## src/rtl/mips_ctrl_pipe_if.sv

```systemverilog
// mips_ctrl_pipe_if: D-stage instruction fields in, decode/hazard/pipeline
// control out.
//   master : datapath side (drives the D fields, consumes the controls)
//   slave  : control unit side
interface mips_ctrl_pipe_if #(parameter int REG_AW = 5);
  // D-stage inputs
  logic [5:0]        opcode_D;
  logic [5:0]        funct_D;
  logic [REG_AW-1:0] rs_D;
  logic [REG_AW-1:0] rt_D;
  logic [REG_AW-1:0] rd_D;
  logic              equal_D;
  // D-stage decode
  logic              pcsrc_D;
  logic              jump_D;
  logic              branch_D;
  logic              ext_zero_D;
  logic              illegal_D;
  // hazard controls
  logic              stall_F;
  logic              stall_D;
  logic              flush_D;
  logic              flush_E;
  logic              forwardA_D;
  logic              forwardB_D;
  // E stage
  logic              alusrc_E;
  logic [2:0]        alucontrol_E;
  logic [1:0]        forwardA_E;
  logic [1:0]        forwardB_E;
  // M stage
  logic              regwrite_M;
  logic              memwrite_M;
  logic              memread_M;
  logic              memtoreg_M;
  logic [REG_AW-1:0] writereg_M;
  // W stage
  logic              regwrite_W;
  logic              memtoreg_W;
  logic [REG_AW-1:0] writereg_W;

  modport master (
    output opcode_D, funct_D, rs_D, rt_D, rd_D, equal_D,
    input  pcsrc_D, jump_D, branch_D, ext_zero_D, illegal_D,
    input  stall_F, stall_D, flush_D, flush_E, forwardA_D, forwardB_D,
    input  alusrc_E, alucontrol_E, forwardA_E, forwardB_E,
    input  regwrite_M, memwrite_M, memread_M, memtoreg_M, writereg_M,
    input  regwrite_W, memtoreg_W, writereg_W
  );

  modport slave (
    input  opcode_D, funct_D, rs_D, rt_D, rd_D, equal_D,
    output pcsrc_D, jump_D, branch_D, ext_zero_D, illegal_D,
    output stall_F, stall_D, flush_D, flush_E, forwardA_D, forwardB_D,
    output alusrc_E, alucontrol_E, forwardA_E, forwardB_E,
    output regwrite_M, memwrite_M, memread_M, memtoreg_M, writereg_M,
    output regwrite_W, memtoreg_W, writereg_W
  );
endinterface

```

## src/rtl/mips_ctrl_pipe.sv

```systemverilog
// mips_ctrl_pipe: pipelined control + hazard unit for a 5-stage MIPS core.
//   clk, rst_n : clock, async active-low reset
//   bus        : mips_ctrl_pipe_if.slave -- D fields in; D decode, stall/
//                flush/forward selects and E/M/W control bits out.
// Params: REG_AW register-address width; FWD_EN 1 = forwarding with minimal
// stalls, 0 = no forwarding, stall on every RAW hazard against E or M.
module mips_ctrl_pipe #(
  parameter int REG_AW = 5,
  parameter bit FWD_EN = 1'b1
) (
  input  logic               clk,
  input  logic               rst_n,
  mips_ctrl_pipe_if.slave    bus
);

  localparam logic [2:0] ALU_AND = 3'b000;
  localparam logic [2:0] ALU_OR  = 3'b001;
  localparam logic [2:0] ALU_ADD = 3'b010;
  localparam logic [2:0] ALU_SUB = 3'b110;
  localparam logic [2:0] ALU_SLT = 3'b111;

  typedef struct packed {
    logic       regwrite;
    logic       regdst;
    logic       alusrc;
    logic       memtoreg;
    logic       memread;
    logic       memwrite;
    logic [2:0] alucontrol;
  } ctrl_t;

  typedef struct packed {
    ctrl_t             c;
    logic [REG_AW-1:0] rs;
    logic [REG_AW-1:0] rt;
    logic [REG_AW-1:0] rd;
  } de_t;

  typedef struct packed {
    logic              regwrite;
    logic              memtoreg;
    logic              memread;
    logic              memwrite;
    logic [REG_AW-1:0] wr;
  } em_t;

  typedef struct packed {
    logic              regwrite;
    logic              memtoreg;
    logic [REG_AW-1:0] wr;
  } mw_t;

  // $0 is hardwired, so it never creates a dependency.
  function automatic logic hit(input logic [REG_AW-1:0] a, input logic [REG_AW-1:0] b);
    return (a != '0) && (a == b);
  endfunction

  // ---------------- D-stage decode ----------------
  ctrl_t dec;
  logic  branch, is_bne, jump, ext_zero, illegal;

  always_comb begin
    dec      = '0;
    branch   = 1'b0;
    is_bne   = 1'b0;
    jump     = 1'b0;
    ext_zero = 1'b0;
    illegal  = 1'b0;
    case (bus.opcode_D)
      6'b000000: begin
        dec.regwrite = 1'b1;
        dec.regdst   = 1'b1;
        case (bus.funct_D)
          6'b100010: dec.alucontrol = ALU_SUB;
          6'b100100: dec.alucontrol = ALU_AND;
          6'b100101: dec.alucontrol = ALU_OR;
          6'b101010: dec.alucontrol = ALU_SLT;
          default:   dec.alucontrol = ALU_ADD;
        endcase
      end
      6'b100011: begin
        dec.regwrite   = 1'b1;
        dec.alusrc     = 1'b1;
        dec.memtoreg   = 1'b1;
        dec.memread    = 1'b1;
        dec.alucontrol = ALU_ADD;
      end
      6'b101011: begin
        dec.alusrc     = 1'b1;
        dec.memwrite   = 1'b1;
        dec.alucontrol = ALU_ADD;
      end
      6'b000100: begin
        branch         = 1'b1;
        dec.alucontrol = ALU_SUB;
      end
      6'b000101: begin
        branch         = 1'b1;
        is_bne         = 1'b1;
        dec.alucontrol = ALU_SUB;
      end
      6'b001000, 6'b001010, 6'b001100, 6'b001101: begin
        dec.regwrite = 1'b1;
        dec.alusrc   = 1'b1;
        case (bus.opcode_D[2:0])
          3'b010:  dec.alucontrol = ALU_SLT;
          3'b100:  begin dec.alucontrol = ALU_AND; ext_zero = 1'b1; end
          3'b101:  begin dec.alucontrol = ALU_OR;  ext_zero = 1'b1; end
          default: dec.alucontrol = ALU_ADD;
        endcase
      end
      6'b000010: jump = 1'b1;
      default:   illegal = 1'b1;
    endcase
  end

  // ---------------- pipeline registers ----------------
  de_t e_q;
  em_t m_q;
  mw_t w_q;
  logic              stall;
  logic [REG_AW-1:0] writereg_E;

  assign writereg_E = e_q.c.regdst ? e_q.rd : e_q.rt;

  // A stall turns the E slot into a bubble while D is held by the datapath.
  always_ff @(posedge clk or negedge rst_n) begin
    if (!rst_n)     e_q <= '0;
    else if (stall) e_q <= '0;
    else            e_q <= '{c: dec, rs: bus.rs_D, rt: bus.rt_D, rd: bus.rd_D};
  end

  always_ff @(posedge clk or negedge rst_n) begin
    if (!rst_n) begin
      m_q <= '0;
      w_q <= '0;
    end else begin
      m_q <= '{regwrite: e_q.c.regwrite, memtoreg: e_q.c.memtoreg,
               memread: e_q.c.memread, memwrite: e_q.c.memwrite, wr: writereg_E};
      w_q <= '{regwrite: m_q.regwrite, memtoreg: m_q.memtoreg, wr: m_q.wr};
    end
  end

  // ---------------- hazard / forwarding ----------------
  logic       lwstall, branchstall, e_dep, m_dep;
  logic       fwd_a_d, fwd_b_d;
  logic [1:0] fwd_a_e, fwd_b_e;

  always_comb begin
    lwstall     = 1'b0;
    branchstall = 1'b0;
    fwd_a_d     = 1'b0;
    fwd_b_d     = 1'b0;
    fwd_a_e     = 2'b00;
    fwd_b_e     = 2'b00;
    e_dep = hit(writereg_E, bus.rs_D) | hit(writereg_E, bus.rt_D);
    m_dep = hit(m_q.wr, bus.rs_D) | hit(m_q.wr, bus.rt_D);
    if (FWD_EN) begin
      // Conservative: rt is compared even for instructions that don't read it.
      lwstall     = e_q.c.memread & e_dep;
      branchstall = branch & ((e_q.c.regwrite & e_dep) | (m_q.memread & m_dep));
      stall       = lwstall | branchstall;
      fwd_a_d     = m_q.regwrite & hit(m_q.wr, bus.rs_D);
      fwd_b_d     = m_q.regwrite & hit(m_q.wr, bus.rt_D);
      if (m_q.regwrite & hit(m_q.wr, e_q.rs))      fwd_a_e = 2'b10;
      else if (w_q.regwrite & hit(w_q.wr, e_q.rs)) fwd_a_e = 2'b01;
      if (m_q.regwrite & hit(m_q.wr, e_q.rt))      fwd_b_e = 2'b10;
      else if (w_q.regwrite & hit(w_q.wr, e_q.rt)) fwd_b_e = 2'b01;
    end else begin
      // W is safe without forwarding: the register file writes before reads.
      stall = (e_q.c.regwrite & e_dep) | (m_q.regwrite & m_dep);
    end
  end

  // Stall beats a taken branch/jump: redirect only once D is free to move.
  logic taken;
  assign taken = branch & (is_bne ? ~bus.equal_D : bus.equal_D);

  assign bus.pcsrc_D      = taken & ~stall;
  assign bus.jump_D       = jump & ~stall;
  assign bus.branch_D     = branch;
  assign bus.ext_zero_D   = ext_zero;
  assign bus.illegal_D    = illegal;
  assign bus.flush_D      = bus.pcsrc_D | bus.jump_D;
  assign bus.stall_F      = stall;
  assign bus.stall_D      = stall;
  assign bus.flush_E      = stall;
  assign bus.forwardA_D   = fwd_a_d;
  assign bus.forwardB_D   = fwd_b_d;
  assign bus.alusrc_E     = e_q.c.alusrc;
  assign bus.alucontrol_E = e_q.c.alucontrol;
  assign bus.forwardA_E   = fwd_a_e;
  assign bus.forwardB_E   = fwd_b_e;
  assign bus.regwrite_M   = m_q.regwrite;
  assign bus.memwrite_M   = m_q.memwrite;
  assign bus.memread_M    = m_q.memread;
  assign bus.memtoreg_M   = m_q.memtoreg;
  assign bus.writereg_M   = m_q.wr;
  assign bus.regwrite_W   = w_q.regwrite;
  assign bus.memtoreg_W   = w_q.memtoreg;
  assign bus.writereg_W   = w_q.wr;

endmodule

```

## src/flat_wrapper.sv

```systemverilog
// flat-port wrapper written by rule: the top's interface ports become plain ports
module mips_ctrl_pipe_flat 
#(
  parameter int REG_AW = 5,
  parameter bit FWD_EN = 1'b1
)
  (clk, rst_n, bus_opcode_D, bus_funct_D, bus_rs_D, bus_rt_D, bus_rd_D, bus_equal_D, bus_pcsrc_D, bus_jump_D, bus_branch_D, bus_ext_zero_D, bus_illegal_D, bus_stall_F, bus_stall_D, bus_flush_D, bus_flush_E, bus_forwardA_D, bus_forwardB_D, bus_alusrc_E, bus_alucontrol_E, bus_forwardA_E, bus_forwardB_E, bus_regwrite_M, bus_memwrite_M, bus_memread_M, bus_memtoreg_M, bus_writereg_M, bus_regwrite_W, bus_memtoreg_W, bus_writereg_W);
  mips_ctrl_pipe_if #(.REG_AW(REG_AW)) bus_i ();
  input  logic clk;
  input  logic rst_n;
  input wire logic [$bits(bus_i.opcode_D)-1:0] bus_opcode_D;
  input wire logic [$bits(bus_i.funct_D)-1:0] bus_funct_D;
  input wire logic [$bits(bus_i.rs_D)-1:0] bus_rs_D;
  input wire logic [$bits(bus_i.rt_D)-1:0] bus_rt_D;
  input wire logic [$bits(bus_i.rd_D)-1:0] bus_rd_D;
  input wire logic [$bits(bus_i.equal_D)-1:0] bus_equal_D;
  output wire logic [$bits(bus_i.pcsrc_D)-1:0] bus_pcsrc_D;
  output wire logic [$bits(bus_i.jump_D)-1:0] bus_jump_D;
  output wire logic [$bits(bus_i.branch_D)-1:0] bus_branch_D;
  output wire logic [$bits(bus_i.ext_zero_D)-1:0] bus_ext_zero_D;
  output wire logic [$bits(bus_i.illegal_D)-1:0] bus_illegal_D;
  output wire logic [$bits(bus_i.stall_F)-1:0] bus_stall_F;
  output wire logic [$bits(bus_i.stall_D)-1:0] bus_stall_D;
  output wire logic [$bits(bus_i.flush_D)-1:0] bus_flush_D;
  output wire logic [$bits(bus_i.flush_E)-1:0] bus_flush_E;
  output wire logic [$bits(bus_i.forwardA_D)-1:0] bus_forwardA_D;
  output wire logic [$bits(bus_i.forwardB_D)-1:0] bus_forwardB_D;
  output wire logic [$bits(bus_i.alusrc_E)-1:0] bus_alusrc_E;
  output wire logic [$bits(bus_i.alucontrol_E)-1:0] bus_alucontrol_E;
  output wire logic [$bits(bus_i.forwardA_E)-1:0] bus_forwardA_E;
  output wire logic [$bits(bus_i.forwardB_E)-1:0] bus_forwardB_E;
  output wire logic [$bits(bus_i.regwrite_M)-1:0] bus_regwrite_M;
  output wire logic [$bits(bus_i.memwrite_M)-1:0] bus_memwrite_M;
  output wire logic [$bits(bus_i.memread_M)-1:0] bus_memread_M;
  output wire logic [$bits(bus_i.memtoreg_M)-1:0] bus_memtoreg_M;
  output wire logic [$bits(bus_i.writereg_M)-1:0] bus_writereg_M;
  output wire logic [$bits(bus_i.regwrite_W)-1:0] bus_regwrite_W;
  output wire logic [$bits(bus_i.memtoreg_W)-1:0] bus_memtoreg_W;
  output wire logic [$bits(bus_i.writereg_W)-1:0] bus_writereg_W;
  assign bus_i.opcode_D = bus_opcode_D;
  assign bus_i.funct_D = bus_funct_D;
  assign bus_i.rs_D = bus_rs_D;
  assign bus_i.rt_D = bus_rt_D;
  assign bus_i.rd_D = bus_rd_D;
  assign bus_i.equal_D = bus_equal_D;
  assign bus_pcsrc_D = bus_i.pcsrc_D;
  assign bus_jump_D = bus_i.jump_D;
  assign bus_branch_D = bus_i.branch_D;
  assign bus_ext_zero_D = bus_i.ext_zero_D;
  assign bus_illegal_D = bus_i.illegal_D;
  assign bus_stall_F = bus_i.stall_F;
  assign bus_stall_D = bus_i.stall_D;
  assign bus_flush_D = bus_i.flush_D;
  assign bus_flush_E = bus_i.flush_E;
  assign bus_forwardA_D = bus_i.forwardA_D;
  assign bus_forwardB_D = bus_i.forwardB_D;
  assign bus_alusrc_E = bus_i.alusrc_E;
  assign bus_alucontrol_E = bus_i.alucontrol_E;
  assign bus_forwardA_E = bus_i.forwardA_E;
  assign bus_forwardB_E = bus_i.forwardB_E;
  assign bus_regwrite_M = bus_i.regwrite_M;
  assign bus_memwrite_M = bus_i.memwrite_M;
  assign bus_memread_M = bus_i.memread_M;
  assign bus_memtoreg_M = bus_i.memtoreg_M;
  assign bus_writereg_M = bus_i.writereg_M;
  assign bus_regwrite_W = bus_i.regwrite_W;
  assign bus_memtoreg_W = bus_i.memtoreg_W;
  assign bus_writereg_W = bus_i.writereg_W;
  mips_ctrl_pipe #(.REG_AW(REG_AW), .FWD_EN(FWD_EN)) u_core (.clk(clk), .rst_n(rst_n), .bus(bus_i));
endmodule
```

## config.mk

```make
export PLATFORM = sky130hd
export DESIGN_NAME = mips_ctrl_pipe_flat
export DESIGN_NICKNAME = d
export VERILOG_FILES = /design/src/rtl/mips_ctrl_pipe_if.sv /design/src/rtl/mips_ctrl_pipe.sv /design/src/flat_wrapper.sv
export SDC_FILE = /design/constraint.sdc
export NUM_CORES = 1
export LEC_CHECK = 0
export CORE_AREA = 8 8 81 83
export DETAILED_ROUTE_END_ITERATION = 10
export DIE_AREA = 0 0 89 91
export PLACE_DENSITY = 0.74
export SLEW_MARGIN = 20
export SYNTH_ARGS = -nofsm -noshare
export SYNTH_HDL_FRONTEND = slang
export SYNTH_SLANG_ARGS = --single-unit
```

## constraint.sdc

```tcl
create_clock -name clk -period 2 [get_ports clk]
set_input_delay 0.3 -clock clk [delete_from_list [all_inputs] [get_ports clk]]
set_output_delay 0.3 -clock clk [all_outputs]
set_load 0.05 [all_outputs]
```

# Word level (Yosys, flattened, before mapping)
# Index checks and enable logic that the tools add are counted.
[word_totals] out_inout_bits=35 regBits=40 elab_cells=102 input_bits=30
[op_classes] n_reduce_logical=19 n_mux=21 eq_ne=24 n_bitwise=20
[op_table] cell="$eq 5x5->1" n=8
[op_table] cell="$eq 6x6->1 const B" n=6
[op_table] cell="$eq 6x4->1 const B" n=4
[op_table] cell="$mux 24" n=1
[op_table] cell="$pmux 3 s4" n=2
[op_table] cell="$reduce_bool 5->1" n=3
[op_table] cell="$and 1x1->1" n=13
[op_table] cell="$mux 1" n=13
[op_table] cell="$eq 6x3->1 const B" n=2
[op_table] cell="$reduce_or 6->1" n=2
[op_table] cell="$reduce_or 10->1" n=1
[op_table] cell="$pmux 3 s3" n=1
[op_table] cell="$logic_and 1x1->1" n=8
[op_table] cell="$eq 3x3->1 const B" n=2
[op_table] cell="$eq 6x2->1 const B" n=1
[op_table] cell="$logic_not 6->1" n=1
[op_table] cell="$mux 2" n=3
[op_table] cell="$reduce_or 2->1" n=3
[op_table] cell="$mux 5" n=1
[op_table] cell="$or 1x1->1" n=5
[op_table] cell="$reduce_or 4->1" n=1
[op_table] cell="$eq 3x2->1 const B" n=1
[op_table] cell="$not 1->1" n=2

# Logic depth before layout (Yosys ltp)
# Gate-level depths: netlist of the first run.
[depth] ltp_word=11 ltp_mapped=9 depth_no_buf=6

# Worst setup path before layout of the first run
# OpenSTA, ideal clock, no wires.
[synth_path] path_kind="register -> output" start="register u_core.m_q (netlist bit u_core.bus.writereg_M[1])" end="output bus_flush_D" stages_incl_launch_ff=7 arrival_ps=3822 n_path_buf=1 path_slack_ps=-2122 required_ps=1700 path_cell_list="dfrtp_1 -> clkbuf_1 -> xor2_1 -> nor3_1 -> nand3_1 -> a21oi_1 -> a2111oi_0"
[synth_via] elab_chain_len=10 elab_cells_between_ends=14 classes_between="eq/ne (2); bitwise (9); reduce/logical (3)"
[synth_lines] item="start: declaration" line_no="mips_ctrl_pipe.sv:119" source="em_t m_q;"
[synth_lines] item="start signal: assignment" line_no="mips_ctrl_pipe.sv:138" source="m_q <= '{regwrite: e_q.c.regwrite, memtoreg: e_q.c.memtoreg,"
[synth_lines] item="$eq 5x5->1 / $reduce_bool 5->1 (equally long branches)" line_no="mips_ctrl_pipe.sv:55" source="return (a != '0) && (a == b);"
[synth_lines] item="$logic_and 1x1->1" line_no="mips_ctrl_pipe.sv:55"
[synth_lines] item="$or 1x1->1 (*)" line_no="mips_ctrl_pipe.sv:157" source="m_dep = hit(m_q.wr, bus.rs_D) | hit(m_q.wr, bus.rt_D);"
[synth_lines] item="$and 1x1->1 (*)" line_no="mips_ctrl_pipe.sv:161" source="branchstall = branch & ((e_q.c.regwrite & e_dep) | (m_q.memread & m_dep));"
[synth_lines] item="$or 1x1->1 (*)" line_no="mips_ctrl_pipe.sv:161"
[synth_lines] item="$and 1x1->1 (*)" line_no="mips_ctrl_pipe.sv:161"
[synth_lines] item="$or 1x1->1 (*)" line_no="mips_ctrl_pipe.sv:162" source="stall = lwstall | branchstall;"
[synth_lines] item="$not 1->1 (*)" line_no="mips_ctrl_pipe.sv:179, mips_ctrl_pipe.sv:180"
[synth_lines] item="$and 1x1->1 (on tied branches)" line_no="mips_ctrl_pipe.sv:179, mips_ctrl_pipe.sv:180"
[synth_lines] item="$or 1x1->1 (*)" line_no="mips_ctrl_pipe.sv:184" source="assign bus.flush_D = bus.pcsrc_D | bus.jump_D;"
[synth_lines] item="end: declaration" line_no="flat_wrapper.sv:24" source="output wire logic [$bits(bus_i.flush_D)-1:0] bus_flush_D;"
# Every way passes the cells marked *; elsewhere a longest branch is shown, timed or not.

# Worst setup path after layout of the first run
[layout_path] start="register u_core.e_q[22] in the netlist's numbering" end="output bus_jump_D"
[layout_via] elab_chain_len=10 elab_cells_between_ends=14 classes_between="eq/ne (2); mux (1); bitwise (8); reduce/logical (3)"
[layout_lines] item="start: declaration" line_no="mips_ctrl_pipe.sv:118" source="de_t e_q;"
[layout_lines] item="start signal: assignment" line_no="mips_ctrl_pipe.sv:130" source="else e_q <= '{c: dec, rs: bus.rs_D, rt: bus.rt_D, rd: bus.rd_D};"
[layout_lines] item="$mux 5 (*)" line_no="mips_ctrl_pipe.sv:124" source="assign writereg_E = e_q.c.regdst ? e_q.rd : e_q.rt;"
[layout_lines] item="$eq 5x5->1 / $reduce_bool 5->1 (equally long branches)" line_no="mips_ctrl_pipe.sv:55"
[layout_lines] item="$logic_and 1x1->1" line_no="mips_ctrl_pipe.sv:55"
[layout_lines] item="$or 1x1->1 (*)" line_no="mips_ctrl_pipe.sv:156" source="e_dep = hit(writereg_E, bus.rs_D) | hit(writereg_E, bus.rt_D);"
[layout_lines] item="$and 1x1->1" line_no="mips_ctrl_pipe.sv:161"
[layout_lines] item="$or 1x1->1" line_no="mips_ctrl_pipe.sv:161"
[layout_lines] item="$and 1x1->1" line_no="mips_ctrl_pipe.sv:161"
[layout_lines] item="$or 1x1->1 (*)" line_no="mips_ctrl_pipe.sv:162"
[layout_lines] item="$not 1->1 (*)" line_no="mips_ctrl_pipe.sv:180" source="assign bus.jump_D = jump & ~stall;"
[layout_lines] item="$and 1x1->1 (*)" line_no="mips_ctrl_pipe.sv:180"
[layout_lines] item="end: declaration" line_no="flat_wrapper.sv:18" source="output wire logic [$bits(bus_i.jump_D)-1:0] bus_jump_D;"
# Marked as above.

==> results of run 1 <==
## final cells by class
class | instances | area (um2)
well taps | 72 | 90.1
flip-flops and latches | 38 | 965
clock buffers | 8 | 80.1
repair buffers | 113 | 1190
multi-input cells | 146 | 1380
inverters | 5 | 18.8
fillers | 403 | 1610
## per-layer routing
layer,vias to the layer above,share of wire (%),track usage [%],wire (um)
met5,-,0,0,0
met2,67,52,27.8,3180
met4,0,2.6,7.07,161
met3,14,6.1,3.60,378
li1,917,-,-,-
met1,914,40,17.2,2440
## kinds of logic (layout without fill, tap and decap cells)
logic type / count (synthesis) / in the layout / share of synthesized area, %
and+or+nand+nor: 75 / 75 / 21.6
xor gates and xnor gates: 39 / 39 / 15.9
DFF: 38 / 38 / 44.4
AOI/OAI and AO/OA: 27 / 27 / 9.00
buffers and inverters: 22 / 126 / 5.96
muxes: 5 / 5 / 3.10
## worst max-delay path: cells and delay by family (launching register included)
kind | cells | cell delay, ns
AOI/OAI and AO/OA | 3 | 0.73
buffers and inverters | 2 | 0.33
DFF | 1 | 0.37
muxes | 1 | 0.26
and+or+nand+nor | 2 | 0.21
## cell usage after synthesis
cell type	count
nand3_1	5
o21bai_1	1
mux2_2	1
nand2_1	8
nor2_1	13
inv_1	5
o211a_1	1
buf_1	1
nor4b_1	3
clkbuf_1	7
a22oi_1	3
xnor2_1	18
xor2_1	21
dfrtp_1	38
nor4_2	2
nor4_1	5
a31o_2	1
buf_4	6
or3_1	2
a2111oi_0	2
o21ai_2	2
and3_1	1
a21oi_4	1
and2_1	2
a21oi_1	10
and3b_1	15
a21o_1	1
buf_6	3
nand2b_1	2
nor3_1	9
or4_1	3
a211oi_1	1
nor2b_1	3
o22a_1	2
nor3b_1	2
mux2i_2	4
o21ai_0	2
## power groups by stage
stage | combinational, uW | clock (uW) | sequential [uW]
2_1_floorplan | 212 | 0 | 899
6_report | 487 | 495 | 848
4_1_cts | 461 | 517 | 847
3_3_place_gp | 441 | 0 | 860
3_5_place_dp | 448 | 0 | 861
5_1_grt | 519 | 549 | 852
## through the flow
stage                     cells  hold slack [ns]  instance area [um2]  setup WS (ns)
after floorplan             206          0.00441                 2410         -0.294
after global placement      361            0.330                 3380         -0.276
after detailed placement    361            0.331                 3380         -0.289
after CTS                   377          0.00524                 3590         -0.506
after global routing        382           0.0402                 3730         -0.618
final                       382         -0.00121                 3730         -0.482
## registers in the layout, indices dropped and copies added, names as in the netlist, 3 cells and up
| name | flops |
|---|---|
| u_core.bus.writereg_M | 5 |
| u_core.bus.alucontrol_E | 3 |
| u_core.bus.writereg_W | 5 |
| u_core.e_q | 19 |
## how the worst max path moves through the flow
stage,startpoint,endpoint,slack (ns),cells past startpoint
6_report,u_core.e_q[22]$_DFF_PN0_,bus_jump_D,-0.48,8
5_1_grt,u_core.e_q[22]$_DFF_PN0_,bus_jump_D,-0.62,8
4_1_cts,u_core.e_q[22]$_DFF_PN0_,bus_stall_F,-0.51,9
3_5_place_dp,bus_rt_D[0],bus_stall_F,-0.29,7
3_3_place_gp,bus_rs_D[0],bus_flush_E,-0.28,7
2_1_floorplan,u_core.e_q[22]$_DFF_PN0_,bus_stall_D,-0.29,9
## timing repair
item / CTS / global route
gates resized for setup: 21 / 22
setup buffers: 10 / 7
pin swaps: 15 / 12
setup endpoints to repair: 34 / 35
==> results.cfg, run 1 <==
[die]
start_util_pct = 40.1
die_height_um = 91
ioPinCount = 65
num_rows = 27
die_w_um = 89
dieArea_um2 = 8100
coreArea_um2 = 5340

[sta]
fin_tns_setup_ns = -7.86
tightest_slew_ns = 0.568
worst_slack_ns = -0.482
post-route-period-util_pct = 124
grt_setup_unrepaired = yes
finalSetupViolCount = 32
fin_hold_ws_ns = -0.00121
max_freq_ghz = 0.403
period_minus_slack_ns = 2.48
finalMaxSlewViolations = 0
relSlewSlack_pct = 62.1
skew_ns = 0.00473
hold_viol = 1

[worst_setup_path]
reg2reg_depth = 10
arrival_ns = 2.18
cp_common_cell = buf_12
worstSetupPathType = flop to output pin
startpoint_type = flop
critPathRequiredTime_ns = 1.70
max_stage_delay_ns = 0.37
reg2reg_slack_ns = -0.26
crit_fanout = 7
rr_endpoint = u_core.e_q[5]$_DFF_PN0_
crit_path_top_delay_cell = dfrtp_1
end_kind = output pin
path_cells = buf_12 > mux2i_4 > o211a_1 > nor3_1 > o21ai_2 > nand2_1 > a211oi_4 > buf_12
worstReg2RegStart = u_core.e_q[22]$_DFF_PN0_

[clock_tree]
cts_buffers = 5
cts.sinks = 38
clk_latency_ns = 0.29
clk_pin_slew_worst_paths_ns = 0.07
htreeDepth = 2
cts_tree = done
hold_buffers = 0
cts_buffer_depth = 2
clock_tree.root_cell = clkbuf_8

[finish]
finalNetCount = 339
final_core_util_pct = 69.8
layout_common_cells = buf_4 (42), clkdlybuf4s50_1 (38), dfrtp_1 (27)
final_common_cell = buf_4
area_growth_pct = 74.0
drive_above_1_share_pct = 42.3
diodes = 0

[placement]
port_buffers = 64
gp_congestion = 0.864
dp_hpwl_um = 4730

[pwr]
clkPwrFrac_pct = 27.0
p_sw_share_pct = 29.6
combPwrFrac_pct = 26.6
p_leak_uw = 0.00152
peakVddDrop_uv = 241
internal_power_uw = 1290
power_uw = 1830
seqPwrFrac_pct = 46.3
power.switching_uw = 542
p_per_area_nw_per_um2 = 491

[synthesis]
syn_inst = 206
synth.distinct_cells = 37
ys_warn_count = 0
synth_top_area_cell = dfrtp_1
post_synth.cell_area_avg_um2 = 10.4
synth_top_area_share_pct = 44.4
synth_nets = 236
synth.area.top_cells = dfrtp_1 (44%), xor2_1 (8.6%), xnor2_1 (7.4%)
synth-seq-cells = 38
syn-cell-area_um2 = 2140
yosysSeqAreaShare_pct = 44.4

[detailed_routing]
via_per_inst = 5.01
route.detailed.drc = 0
first_pass_iters = 4
ant_nets = 0
drt_wl_total_um = 6160
drt_iter0_markers = 33
post_drt_wl_per_cell_um = 16.1
route.vias.total = 1912

[grt]
grt_pass1_wl_um = 9910
grt_overflow = 0
grt_use_total_pct = 15.8
grt_pass1_vias = 2054
antenna_found_initial = 0
grt_max_degree = 27

[run]
maxCapViolCount = 0

[run_status]
violations = negative hold slack, negative setup slack
status = finished, violations left

[worst_hold_path]
holdCritPathClass = primary input to async pin
(Power assumes the default switching activity.)
==> inputs of run 2 (changes only) <==
CORE_AREA = 8 8 75 77   (was 8 8 81 83)
DIE_AREA = 0 0 83 85   (was 0 0 89 91)
PLACE_DENSITY = 0.82   (was 0.74)
clock period = 3.2 ns   (was 2 ns; I/O delays follow)
==> run 2 against run 1 <==
Against the previous run: the flow now finishes without violations; die area is 13% lower; core utilization is 4.7 points lower; flip-flop and latch count stayed put; total power is 40% lower; setup slack better by 0.64 ns; via count is 9.8% lower; sequential power is 38% lower; count of clock-buffer cells in the layout is 1 lower; register-to-register slack better by 0.88 ns; critical path type unchanged; largest power group unchanged; highest routed layer unchanged.
==> results.cfg, run 2 (synthesis results as in run 1) <==
[detailed_routing]
route.vias.total = 1724
post_drt_wl_per_cell_um = 16.6
top_layer_used = met4
first_pass_iters = 4
via_per_inst = 5.39
wl_met3_um = 369
wl_met2_um = 2600
drt_wl_total_um = 5300
drt_iter0_markers = 70
route.detailed.drc = 0
ant_nets = 0
wl_met1_um = 2210

[sta]
worst_slack_ns = 0.153
post-route-period-util_pct = 95.2
hold_viol = 0
skew_ns = 0.00566
relSlewSlack_pct = 45.1
period_minus_slack_ns = 3.05
grt_setup_unrepaired = no
max_freq_ghz = 0.328
finalSetupViolCount = 0
fin_tns_setup_ns = 0
finalMaxSlewViolations = 0
tightest_slew_ns = 0.824

[pwr]
peakVddDrop_uv = 165
p_leak_uw = 0.00120
p_per_area_nw_per_um2 = 369

[run_status]
status = finished clean

[clock_tree]
hold_buffers = 0
cts_tree = done
cts.sinks = 38
clk_latency_ns = 0.29
cts_buffers = 5
cts_resized = 0
clock_tree.root_cell = clkbuf_8
htreeDepth = 2
clk_pin_slew_worst_paths_ns = 0.07
post_cts_buffers = 0
cts_buffer_depth = 2

[placement]
dp_slack_ns = 0.276
gp_congestion = 0.880
dp_hpwl_um = 4130
place_area_um2 = 2860
place_inst = 312
port_buffers = 64

[die]
dieArea_um2 = 7060
die_w_um = 83
coreArea_um2 = 4540
start_util_pct = 47.2
num_rows = 25
die_height_um = 85
ioPinCount = 65

[finish]
drive_above_1_share_pct = 15.4
fin_cells = 320
diodes = 0
fill_cells = 365
largest_reg_flops = 19
final_core_util_pct = 65.1
final_common_cell = clkdlybuf4s50_1
finalNetCount = 295
area_growth_pct = 37.9
design_area_um2 = 2950
layout_common_cells = clkdlybuf4s50_1 (53), dfrtp_1 (38), xor2_1 (21)
top_register = u_core.e_q

[worst_setup_path]
max_stage_delay_ns = 0.84
crit_buf_inv = 1
path_delay_family = simple AND/OR/NAND/NOR gates
end_kind = output pin
crit_path_top_delay_cell = clkdlybuf4s50_1
path_cells = nor3_1 > nand2_1 > nand2_1 > nor4_2 > nor4_2 > clkdlybuf4s50_1
crit_fanout = 7
worstSetupPathType = flop to output pin
critPathRequiredTime_ns = 2.72
arrival_ns = 2.57
startpoint_type = flop

[grt]
grt_pass1_vias = 1839
grt_max_degree = 39
grt_pass1_wl_um = 8950
antenna_found_initial = 0
grt_overflow = 0
grt_use_total_pct = 15.5

[run]
maxCapViolCount = 0

[worst_hold_path]
holdCritPathClass = primary input to async pin
-- run 2: cell type report --
| class | instances | area (um2) | share of cell area (%) |
|---|---|---|---|
| Timing Repair Buffer | 69 | 723 | 24.5 |
| Inverter | 5 | 18.8 | 0.635 |
| Clock inverter | 1 | 5.00 | 0.169 |
| Sequential cell | 38 | 951 | 32.2 |
| Tap cell | 54 | 67.6 | 2.29 |
| Multi-Input combinational cell | 146 | 1100 | 37.3 |
| Clock buffer | 7 | 86.3 | 2.92 |
-- run 2: worst paths after layout --
kind | from | end | slack [ns] | cells past startpoint
setup / recovery | u_core.bus.writereg_M[0]$_DFF_PN0_ | bus_forwardB_E[0] | 0.15 | 6
hold / removal | rst_n | u_core.bus.writereg_W[3]$_DFF_PN0_ | 0.28 | 1
setup reg to reg | u_core.e_q[22]$_DFF_PN0_ | u_core.bus.alucontrol_E[1]$_DFF_PN0_ | 0.62 | 7
hold reg to reg | u_core.e_q[18]$_DFF_PN0_ | u_core.bus.memwrite_M$_DFF_PN0_ | 0.35 | 0
max in group asynchronous | rst_n | u_core.e_q[4]$_DFF_PN0_ | 2.40 | 1
min in group clk | u_core.e_q[18]$_DFF_PN0_ | u_core.bus.memwrite_M$_DFF_PN0_ | 0.35 | 0
-- run 2: report_power, final --
part,switching (uW),internal [uW],total [uW]
Combinational,125,105,231
Clock,160,174,333
Sequential,26.7,501,528
Total,312,780,1090
-- run 2: stage by stage --
stage | hold WS, ns | total power [uW]
detailed placement | 0.337 | 767
global route | 0.349 | 1140
CTS | 0.315 | 1100
finish | 0.284 | 1090
floorplan | 0.184 | 667
global placement | 0.335 | 764
-- run 2: per-layer routing --
layer	vias to the layer above	global-route usage, %
met5	-	0
met4	0	8.47
met3	7	5.08
met2	69	25.8
met1	818	17.1
li1	830	-
==> RTL edit: new RTL, settings of run 2 <==
`FWD_EN` is set to 1'b1 in 2 places; all go to 1'b0.
--- a/src/rtl/mips_ctrl_pipe.sv
+++ b/src/rtl/mips_ctrl_pipe.sv
@@ -7,5 +7,5 @@
 module mips_ctrl_pipe #(
   parameter int REG_AW = 5,
-  parameter bit FWD_EN = 1'b1
+  parameter bit FWD_EN = 1'b0
 ) (
   input  logic               clk,
--- a/src/flat_wrapper.sv
+++ b/src/flat_wrapper.sv
@@ -3,5 +3,5 @@
 #(
   parameter int REG_AW = 5,
-  parameter bit FWD_EN = 1'b1
+  parameter bit FWD_EN = 1'b0
 )
   (clk, rst_n, bus_opcode_D, bus_funct_D, bus_rs_D, bus_rt_D, bus_rd_D, bus_equal_D, bus_pcsrc_D, bus_jump_D, bus_branch_D, bus_ext_zero_D, bus_illegal_D, bus_stall_F, bus_stall_D, bus_flush_D, bus_flush_E, bus_forwardA_D, bus_forwardB_D, bus_alusrc_E, bus_alucontrol_E, bus_forwardA_E, bus_forwardB_E, bus_regwrite_M, bus_memwrite_M, bus_memread_M, bus_memtoreg_M, bus_writereg_M, bus_regwrite_W, bus_memtoreg_W, bus_writereg_W);
Check against the original RTL: not equivalent (Yosys sat finds a counterexample within 4 cycles, from zero or initial values and one cycle with rst_n low).
==> RTL edit against run 2 <==
Total power down 2.9%. Sequential power down 15%. Die area unchanged. Synthesized area down 19%. Worst setup slack better by 120 ps. Highest routed layer unchanged. Wire length down 23%. Cell area down 17%. Sequential cell count down 5. Critical endpoint is now bus_flush_E.
==> RTL edit: results (changes against run 2) <==
| Metric | Value |
|---|---|
| CP Depth | `7 (+1)` |
| Relative slew margins | `66.8% (+22 points)` |
| Vias in the first global route | `1420 (-23%)` |
| Pin count of the biggest net entering global routing | `34 (-13%)` |
| Met1 wire length | `1780 um (-20%)` |
| Run status | `finished, final reports clean` |
| Layout Nets | `263 (-11%)` |
| Worst reg2reg path depth | `6 (-1)` |
| R2R Path End | `u_core.bus.alusrc_E$_DFF_PN0_` |
| Comb group | `226 uW (-2%)` |
| Leak | `1.06 nW (-11%)` |
| DR WL/cell | `14.2 um (-14%)` |
| CP Capture Point | `bus_flush_E` |
| CP max-delay cell | `dfrtp_1` |
| Synth top cells by count | `dfrtp_1 (33), nor2_1 (19), nand2_1 (13), buf_4 (12), xnor2_1 (12)` |
| Layout cells sized above 1 | `12.8% (-2.6 points)` |
| Pre-CTS WS | `339 ps (+62.9 ps)` |
| Initial DRC Count | `72 (+2.9%)` |
| Tcrit/Tclk final | `91.6% (-3.6 points)` |
| Met3 WL | `243 um (-34%)` |
| First-pass GRT wire length | `6850 um (-23%)` |
| Internal power | `761 uW (-2.4%)` |
| Max reg flops | `14 (-5)` |
| Hold slack | `348 ps (+64.4 ps)` |
| Met3 global-route usage | `3.74% (-1.3 points)` |
| Area after DPL | `2350 sq um (-18%)` |
| GR Util met2 | `19.0% (-6.8 points)` |
| Max incr delay on CP | `520 ps (-320 ps)` |
| Met1 Use GR | `13.8% (-3.4 points)` |
| Vias per cell | `4.83 (-10%)` |
| Final HPWL from detailed placement | `3300 um (-20%)` |
| Area contributors post-synth | `dfrtp_1 (47%), xnor2_1 (6.0%), buf_4 (5.2%), xor2_1 (4.5%), nor2_1 (4.1%)` |
| Crit path launch | `u_core.e_q[22]$_DFF_PN0_` |
| Layout Skew | `6.93 ps (+1.27 ps)` |
| R2R setup slack | `940 ps (+320 ps)` |
==> RTL edit: cell type report <==
class / count / area, sq um / area share, %
tap: 54 / 67.6 / 2.74
inverter: 9 / 33.8 / 1.37
timing repair buffer: 63 / 661 / 26.8
clock inverter: 3 / 46.3 / 1.88
clock buffer: 5 / 68.8 / 2.79
sequential: 33 / 826 / 33.5
multi-input combinational: 121 / 759 / 30.8
==> RTL edit: through the flow <==
stage | total power, mW | std cells
after global routing | 1.11 | 288
final | 1.06 | 288
after CTS | 1.07 | 288
after detailed placement | 0.683 | 280
after global placement | 0.679 | 280
after floorplan | 0.594 | 182
==> RTL edit: cell families (layout without fill, tap and decap cells) <==
logic type                after synthesis  after routing  share of synthesized area, %
and+or+nand+nor                        70             70                          20.7
DFF                                    33             33                          47.4
AOI/OAI and AO/OA                      18             18                          7.19
muxes                                   6              6                          3.88
buffers and inverters                  28             80                          9.99
xor gates and xnor gates               21             21                          10.6
other                                   1              6                         0.215
